[src/rtl/regfile_wb_arbiter_pkg.sv]
// Shared processor definitions for the register file write-port arbiter.
// Holds the register-file geometry and the arbiter state encoding.
package regfile_wb_arbiter_pkg;

  localparam int unsigned REG_ADDR_W = 5;
  localparam int unsigned DATA_W     = 32;
  localparam int unsigned NUM_REGS   = 32;

  typedef logic [REG_ADDR_W-1:0] reg_addr_t;
  typedef logic [DATA_W-1:0]     reg_data_t;
  typedef logic [NUM_REGS-1:0]   reg_mask_t;

  typedef enum logic [1:0] {
    StIdle  = 2'd0,
    StWait  = 2'd1,
    StForce = 2'd2
  } arb_state_e;

endpackage

[src/rtl/regfile_wb_arbiter_if.sv]
// Bundle of writeback, mult/div, decode and register-file write-port signals.
// The arbiter uses the slave modport; the surrounding pipeline uses master.
interface regfile_wb_arbiter_if;
  import regfile_wb_arbiter_pkg::*;

  logic      wb_we;
  reg_addr_t wb_rd;
  reg_data_t wb_data;

  logic      md_issue;
  reg_addr_t md_issue_rd;
  logic      md_valid;
  reg_addr_t md_rd;
  reg_data_t md_data;
  logic      md_ready;

  reg_addr_t id_rs_a;
  reg_addr_t id_rs_b;
  reg_addr_t id_rd;
  logic      id_we;
  logic      hazard_stall;

  logic      pipe_stall;
  logic      ctrl_writeEnable;
  reg_addr_t ctrl_writeReg;
  reg_data_t data_writeReg;
  reg_mask_t busy_vec;

  modport slave (
    input  wb_we, wb_rd, wb_data,
    input  md_issue, md_issue_rd, md_valid, md_rd, md_data,
    output md_ready,
    input  id_rs_a, id_rs_b, id_rd, id_we,
    output hazard_stall, pipe_stall,
    output ctrl_writeEnable, ctrl_writeReg, data_writeReg, busy_vec
  );

  modport master (
    output wb_we, wb_rd, wb_data,
    output md_issue, md_issue_rd, md_valid, md_rd, md_data,
    input  md_ready,
    output id_rs_a, id_rs_b, id_rd, id_we,
    input  hazard_stall, pipe_stall,
    input  ctrl_writeEnable, ctrl_writeReg, data_writeReg, busy_vec
  );

endinterface

[src/rtl/regfile_wb_arbiter_wb_scoreboard.sv]
// Busy scoreboard for outstanding mult/div destinations plus the decode hazard compare.
// An issue-set beats an acceptance-clear on the same register; r0 is never busy.
module wb_scoreboard
  import regfile_wb_arbiter_pkg::*;
(
  input  logic      clock,
  input  logic      ctrl_reset,
  input  logic      md_issue,
  input  reg_addr_t md_issue_rd,
  input  logic      md_accept,
  input  reg_addr_t md_rd,
  input  reg_addr_t id_rs_a,
  input  reg_addr_t id_rs_b,
  input  reg_addr_t id_rd,
  input  logic      id_we,
  output reg_mask_t busy_vec,
  output logic      hazard_stall
);

  reg_mask_t busy_q, busy_d;

  always_comb begin
    busy_d = busy_q;
    if (md_accept) begin
      busy_d[md_rd] = 1'b0;
    end
    if (md_issue && (md_issue_rd != '0)) begin
      busy_d[md_issue_rd] = 1'b1;
    end
    busy_d[0] = 1'b0;
  end

  always_ff @(posedge clock or posedge ctrl_reset) begin
    if (ctrl_reset) begin
      busy_q <= '0;
    end else begin
      busy_q <= busy_d;
    end
  end

  // No bypass of a same-cycle clear: the stall drops one cycle after acceptance.
  assign hazard_stall = busy_q[id_rs_a] | busy_q[id_rs_b] | (id_we & busy_q[id_rd]);
  assign busy_vec     = busy_q;

endmodule

[src/rtl/regfile_wb_arbiter.sv]
// Owns the single register-file write port, shared between writeback (priority) and
// the mult/div unit, with a forced pipeline bubble after MAX_WAIT consecutive MD losses.
module regfile_wb_arbiter
  import regfile_wb_arbiter_pkg::*;
#(
  parameter int unsigned MAX_WAIT = 4,
  parameter int unsigned CNT_W    = 4
) (
  input logic                 clock,
  input logic                 ctrl_reset,
  regfile_wb_arbiter_if.slave bus
);

  localparam logic [CNT_W-1:0] MaxWaitCnt = CNT_W'(MAX_WAIT);
  localparam logic [CNT_W-1:0] OneCnt     = CNT_W'(1);

  arb_state_e       state_q, state_d;
  logic [CNT_W-1:0] cnt_q, cnt_d, cnt_inc;

  logic      wb_act;
  logic      in_force;
  logic      md_ready_raw;
  logic      w_grant;
  logic      md_accept;
  logic      we;
  reg_addr_t addr;
  reg_data_t data;

  // Write-port mux; in the forced-bubble cycle the W request is ignored and W retries.
  always_comb begin
    wb_act       = bus.wb_we & (bus.wb_rd != '0);
    in_force     = (state_q == StForce);
    md_ready_raw = bus.md_valid & (~wb_act | in_force);
    w_grant      = wb_act & ~in_force;
    we           = 1'b0;
    addr         = '0;
    data         = '0;
    if (w_grant) begin
      we   = 1'b1;
      addr = bus.wb_rd;
      data = bus.wb_data;
    end else if (md_ready_raw) begin
      we   = (bus.md_rd != '0);
      addr = bus.md_rd;
      data = bus.md_data;
    end
  end

  assign md_accept            = md_ready_raw & ~ctrl_reset;
  assign bus.md_ready         = md_accept;
  assign bus.pipe_stall       = in_force;
  assign bus.ctrl_writeEnable = we & ~ctrl_reset;
  assign bus.ctrl_writeReg    = ctrl_reset ? '0 : addr;
  assign bus.data_writeReg    = ctrl_reset ? '0 : data;

  // cnt_q counts consecutive losses so far; cnt_inc includes the current loss.
  always_comb begin
    state_d = state_q;
    cnt_d   = cnt_q;
    cnt_inc = cnt_q + OneCnt;
    if (!bus.md_valid) begin
      state_d = StIdle;
      cnt_d   = '0;
    end else begin
      case (state_q)
        StIdle: begin
          if (!md_ready_raw) begin
            state_d = (MaxWaitCnt == OneCnt) ? StForce : StWait;
            cnt_d   = OneCnt;
          end
        end
        StWait: begin
          if (md_ready_raw) begin
            state_d = StIdle;
            cnt_d   = '0;
          end else begin
            cnt_d = cnt_inc;
            if (cnt_inc == MaxWaitCnt) begin
              state_d = StForce;
            end
          end
        end
        StForce: begin
          state_d = StIdle;
          cnt_d   = '0;
        end
        default: begin
          state_d = StIdle;
          cnt_d   = '0;
        end
      endcase
    end
  end

  always_ff @(posedge clock or posedge ctrl_reset) begin
    if (ctrl_reset) begin
      state_q <= StIdle;
      cnt_q   <= '0;
    end else begin
      state_q <= state_d;
      cnt_q   <= cnt_d;
    end
  end

  wb_scoreboard u_scoreboard (
    .clock        (clock),
    .ctrl_reset   (ctrl_reset),
    .md_issue     (bus.md_issue),
    .md_issue_rd  (bus.md_issue_rd),
    .md_accept    (md_accept),
    .md_rd        (bus.md_rd),
    .id_rs_a      (bus.id_rs_a),
    .id_rs_b      (bus.id_rs_b),
    .id_rd        (bus.id_rd),
    .id_we        (bus.id_we),
    .busy_vec     (bus.busy_vec),
    .hazard_stall (bus.hazard_stall)
  );

endmodule
[src/flat_wrapper.sv]
// flat-port wrapper written by rule: the top's interface ports become plain ports
module regfile_wb_arbiter_flat import regfile_wb_arbiter_pkg::*;
#(
  parameter int unsigned MAX_WAIT = 4,
  parameter int unsigned CNT_W    = 4
)
  (clock, ctrl_reset, bus_wb_we, bus_wb_rd, bus_wb_data, bus_md_issue, bus_md_issue_rd, bus_md_valid, bus_md_rd, bus_md_data, bus_md_ready, bus_id_rs_a, bus_id_rs_b, bus_id_rd, bus_id_we, bus_hazard_stall, bus_pipe_stall, bus_ctrl_writeEnable, bus_ctrl_writeReg, bus_data_writeReg, bus_busy_vec);
  regfile_wb_arbiter_if bus_i ();
  input logic clock;
  input logic ctrl_reset;
  input wire logic [$bits(bus_i.wb_we)-1:0] bus_wb_we;
  input wire logic [$bits(bus_i.wb_rd)-1:0] bus_wb_rd;
  input wire logic [$bits(bus_i.wb_data)-1:0] bus_wb_data;
  input wire logic [$bits(bus_i.md_issue)-1:0] bus_md_issue;
  input wire logic [$bits(bus_i.md_issue_rd)-1:0] bus_md_issue_rd;
  input wire logic [$bits(bus_i.md_valid)-1:0] bus_md_valid;
  input wire logic [$bits(bus_i.md_rd)-1:0] bus_md_rd;
  input wire logic [$bits(bus_i.md_data)-1:0] bus_md_data;
  output wire logic [$bits(bus_i.md_ready)-1:0] bus_md_ready;
  input wire logic [$bits(bus_i.id_rs_a)-1:0] bus_id_rs_a;
  input wire logic [$bits(bus_i.id_rs_b)-1:0] bus_id_rs_b;
  input wire logic [$bits(bus_i.id_rd)-1:0] bus_id_rd;
  input wire logic [$bits(bus_i.id_we)-1:0] bus_id_we;
  output wire logic [$bits(bus_i.hazard_stall)-1:0] bus_hazard_stall;
  output wire logic [$bits(bus_i.pipe_stall)-1:0] bus_pipe_stall;
  output wire logic [$bits(bus_i.ctrl_writeEnable)-1:0] bus_ctrl_writeEnable;
  output wire logic [$bits(bus_i.ctrl_writeReg)-1:0] bus_ctrl_writeReg;
  output wire logic [$bits(bus_i.data_writeReg)-1:0] bus_data_writeReg;
  output wire logic [$bits(bus_i.busy_vec)-1:0] bus_busy_vec;
  assign bus_i.wb_we = bus_wb_we;
  assign bus_i.wb_rd = bus_wb_rd;
  assign bus_i.wb_data = bus_wb_data;
  assign bus_i.md_issue = bus_md_issue;
  assign bus_i.md_issue_rd = bus_md_issue_rd;
  assign bus_i.md_valid = bus_md_valid;
  assign bus_i.md_rd = bus_md_rd;
  assign bus_i.md_data = bus_md_data;
  assign bus_md_ready = bus_i.md_ready;
  assign bus_i.id_rs_a = bus_id_rs_a;
  assign bus_i.id_rs_b = bus_id_rs_b;
  assign bus_i.id_rd = bus_id_rd;
  assign bus_i.id_we = bus_id_we;
  assign bus_hazard_stall = bus_i.hazard_stall;
  assign bus_pipe_stall = bus_i.pipe_stall;
  assign bus_ctrl_writeEnable = bus_i.ctrl_writeEnable;
  assign bus_ctrl_writeReg = bus_i.ctrl_writeReg;
  assign bus_data_writeReg = bus_i.data_writeReg;
  assign bus_busy_vec = bus_i.busy_vec;
  regfile_wb_arbiter #(.MAX_WAIT(MAX_WAIT), .CNT_W(CNT_W)) u_core (.clock(clock), .ctrl_reset(ctrl_reset), .bus(bus_i));
endmodule
[config.mk]
export PLATFORM = sky130hd
export DESIGN_NAME = regfile_wb_arbiter_flat
export DESIGN_NICKNAME = d
export VERILOG_FILES = /design/src/rtl/regfile_wb_arbiter_pkg.sv /design/src/rtl/regfile_wb_arbiter_if.sv /design/src/rtl/regfile_wb_arbiter_wb_scoreboard.sv /design/src/rtl/regfile_wb_arbiter.sv /design/src/flat_wrapper.sv
export SDC_FILE = /design/constraint.sdc
export NUM_CORES = 1
export LEC_CHECK = 0
export ABC_AREA = 1
export BUFFER_PORTS_ARGS = -buffer_cell sky130_fd_sc_hd__buf_2
export CAP_MARGIN = 20
export CORE_MARGIN = 8
export CORE_UTILIZATION = 50
export DETAILED_ROUTE_END_ITERATION = 8
export GPL_TIMING_DRIVEN = 0
export PLACE_DENSITY = 0.93
export RECOVER_POWER = 100
export SYNTH_ARGS = -nofsm -noshare
export SYNTH_HDL_FRONTEND = slang
export SYNTH_SLANG_ARGS = --single-unit
[constraint.sdc]
create_clock -name clock -period 3.85 [get_ports clock]
set_clock_uncertainty 0.2 [all_clocks]
set_input_delay 0.77 -clock clock [delete_from_list [all_inputs] [get_ports clock]]
set_output_delay 0.77 -clock clock [all_outputs]
set_load 0.01 [all_outputs]
==> flow_summary.yaml <==
routing:
  drtAntennaViolNets: 0
  num_vias: 4405
  dr.pass1.iters: 7
  vias_per_cell: 5.93
  routed_wl_um: 13800
  drt_iter0_markers: 460
  wl_per_cell_um: 18.6
  drc: 0
global_routing:
  grt_first_pass_wirelength_um: 22100
  grt_usage_pct: 27.7
  antenna_found_initial: 0
  grt_pass1_vias: 4312
  grt_max_degree: 47
  overflow: 0
clocking:
  insertion_delay_ns: 0.29
  cts_tree: "done"
  cts-hold-fix-buffers: 0
  cts_setup_buffers: 0
  htreeDepth: 2
  cts_root_buffer: "clkbuf_8"
  clk_pin_slew_ns: 0.07
  cts_buffers: 5
  clock-sinks: 37
  cts_max_path_buffers: 2
  cts_resized: 0
synth:
  async_flop_share_pct: 100
  synth_warnings: 0
  ys_types: 33
  synth-edff-count: 0
  ys_ff_latch: 37
  ys_seq_area_share_pct: 28.3
  synth_nets: 593
  synthesis.area_sq_um: 3270
  synth-main-ff-cell: "dfrtp_1"
  syn_avg_cell_area_sq_um: 6.65
  synthesis.instances: 491
layout:
  fin_cells: 743
  antenna_cells: 0
  final_common_cell: "nand2_1"
  most-common-layout-cells: "nand2_1, buf_2, nand3_1"
  drive_gt1_share_pct: 18.8
  synthToLayoutAreaGrowth_pct: 26.5
  fillers: 613
  seq_area_sq_um: 926
  nets: 767
  multiInputGateArea_sq_um: 1870
worst_setup_path:
  cp.required_ns: 2.88
  crit_path_frequent_cell: "nand3_1"
  crit_arrival_ns: 2.54
  startpoint_type: "primary input"
  setup.worst_path.end_class: "primary output"
  r2r_cells: 8
  slowest_stage: "nand3_1"
  rr_endpoint: "u_core.u_scoreboard.busy_vec[27]$_DFF_PP0_"
  rr_startpoint: "u_core.state_q[0]$_DFFE_PP0P_"
  path_max_fanout: 10
  r2r_slack_ns: 1.22
  crit_chain: "buf_2 -> nor2_1 -> nand3_1 -> nand2_1 -> nand3_1 -> inv_8 -> clkbuf_2 -> a32o_1 -> clkbuf_1"
  path_class: "primary input to primary output"
  worst_path_largest_cell_delay_ns: 0.43
timing:
  grt_setup_unrepaired: "no"
  fmax_ghz: 0.285
  setup-violations-final: 0
  fin_setup_tns_ns: 0
  worst_slew_pin_slew_ns: 0.582
  timing.final.crit_share_pct: 91.2
  hold_violations: 0
  fin_crit_ns: 3.51
  drv_slew: 0
  slew_headroom_pct: 61.2
power:
  p_leak_nw: 2.07
  switchingPower_uw: 649
  pwr-share-comb_pct: 40.2
  seq_power_share_pct: 39.9
  clock_power_share_pct: 19.9
  p_per_area_nw_per_um2: 360
  vdd_drop_max_uv: 240
  swShare_pct: 43.6
  power.internal_uw: 840
  total_power_mw: 1.49
die:
  dieWidth_um: 96.8
  io_pins: 173
  core_sq_um: 6350
  die_height_um: 96.8
  num_rows: 29
  start_util_pct: 51.4
  die_area_sq_um: 9380
outcome:
  status: "finished clean"
place:
  numPortBuffers: 167
  dp_cells: 735
  gp_congestion: 0.946
  place_hpwl_um: 11000
min_path:
  hold_start: "u_core.state_q[0]$_DFFE_PP0P_"
  holdPathStages: 1
  hold_class: "flip-flop to flip-flop"
  min_to: "u_core.cnt_q[0]$_DFFE_PP0P_"
job:
  max-cap-violations: 0
## cell type report
type / count / area share (%)
Buffer: 23 / 3.18
Clock buffer: 7 / 2.33
Clock inverter: 1 / 0.121
Inverter: 67 / 6.27
Multi-Input combinational cell: 364 / 45.3
Sequential cell: 37 / 22.4
Tap cell: 77 / 2.33
Timing Repair Buffer: 167 / 18.1
## Yosys cell counts, types with 2 or more instances
master    count  area [sq um]
nand3_1     103           515
buf_6         5          56.3
ha_1          2          25.0
a32o_1       32           320
clkbuf_1      4          15.0
o21ai_1      21           105
inv_1        64           240
nor3_1        8          40.0
buf_2        13          65.1
nand3_4       4          70.1
dfrtp_1      37           926
o21ai_0      37           185
a21oi_1       2          10.0
o211ai_1      4          30.0
nand2_1     122           458
nor2_1       13          48.8
nand3b_1      3          22.5
nor2_4        2          22.5
## metrics by stage
stage	utilization [%]	hold WS, ns	setup WS (ns)	instance area [sq um]
4_1_cts	67.7	0.344	0.225	4300
3_5_place_dp	66.1	0.326	0.230	4200
5_1_grt	65.1	0.344	0.143	4130
3_3_place_gp	66.1	0.286	0.273	4200
2_1_floorplan	-	0.303	0.781	3270
6_report	65.1	0.320	0.341	4130
## sequential cells by signal, indices dropped and copies added, names as in the netlist
name,cells
u_core.u_scoreboard.busy_vec,31
u_core.state_q,2
u_core.cnt_q,4
## worst max-delay path: cells and delay by family
family / cells / cell delay (ns)
buffers and inverters: 4 / 0.77
and+or+nand+nor: 4 / 0.85
AOI/OAI and AO/OA: 1 / 0.15
## cell families after synthesis
family / after synthesis / share of synthesized area, %
compound gates: 100 / 21.0
xor+xnor: 2 / 0.536
buf+inv: 90 / 12.3
simple gates: 259 / 37.0
other cells: 1 / 0.115
flops: 37 / 28.3
fa+ha+maj: 2 / 0.766
## worst max path at each step
stage,start,to,cells past startpoint
after floorplan,ctrl_reset,bus_data_writeReg[13],4
after global placement,ctrl_reset,bus_ctrl_writeReg[2],7
after detailed placement,ctrl_reset,bus_ctrl_writeReg[0],7
after CTS,ctrl_reset,bus_ctrl_writeReg[3],7
after global routing,bus_wb_rd[0],bus_data_writeReg[30],9
final,bus_wb_rd[2],bus_data_writeReg[30],9
## power groups by stage
stage	Combinational, mW	Clock, mW	Sequential [mW]
2_1_floorplan	0.317	0	0.583
3_3_place_gp	0.608	0	0.587
3_5_place_dp	0.622	0	0.592
4_1_cts	0.626	0.299	0.584
5_1_grt	0.664	0.315	0.599
6_report	0.598	0.297	0.594
## metal layers
layer / vias up / track usage (%) / share of wire [%] / routed length (um)
li1: 2034 / - / - / -
met1: 2048 / 34.3 / 39 / 5430
met2: 281 / 43.6 / 47 / 6510
met3: 42 / 8.39 / 11 / 1450
met4: 0 / 11.5 / 3.1 / 429
met5: - / 0 / 0 / 0
Power figures use the tool's default switching activity.
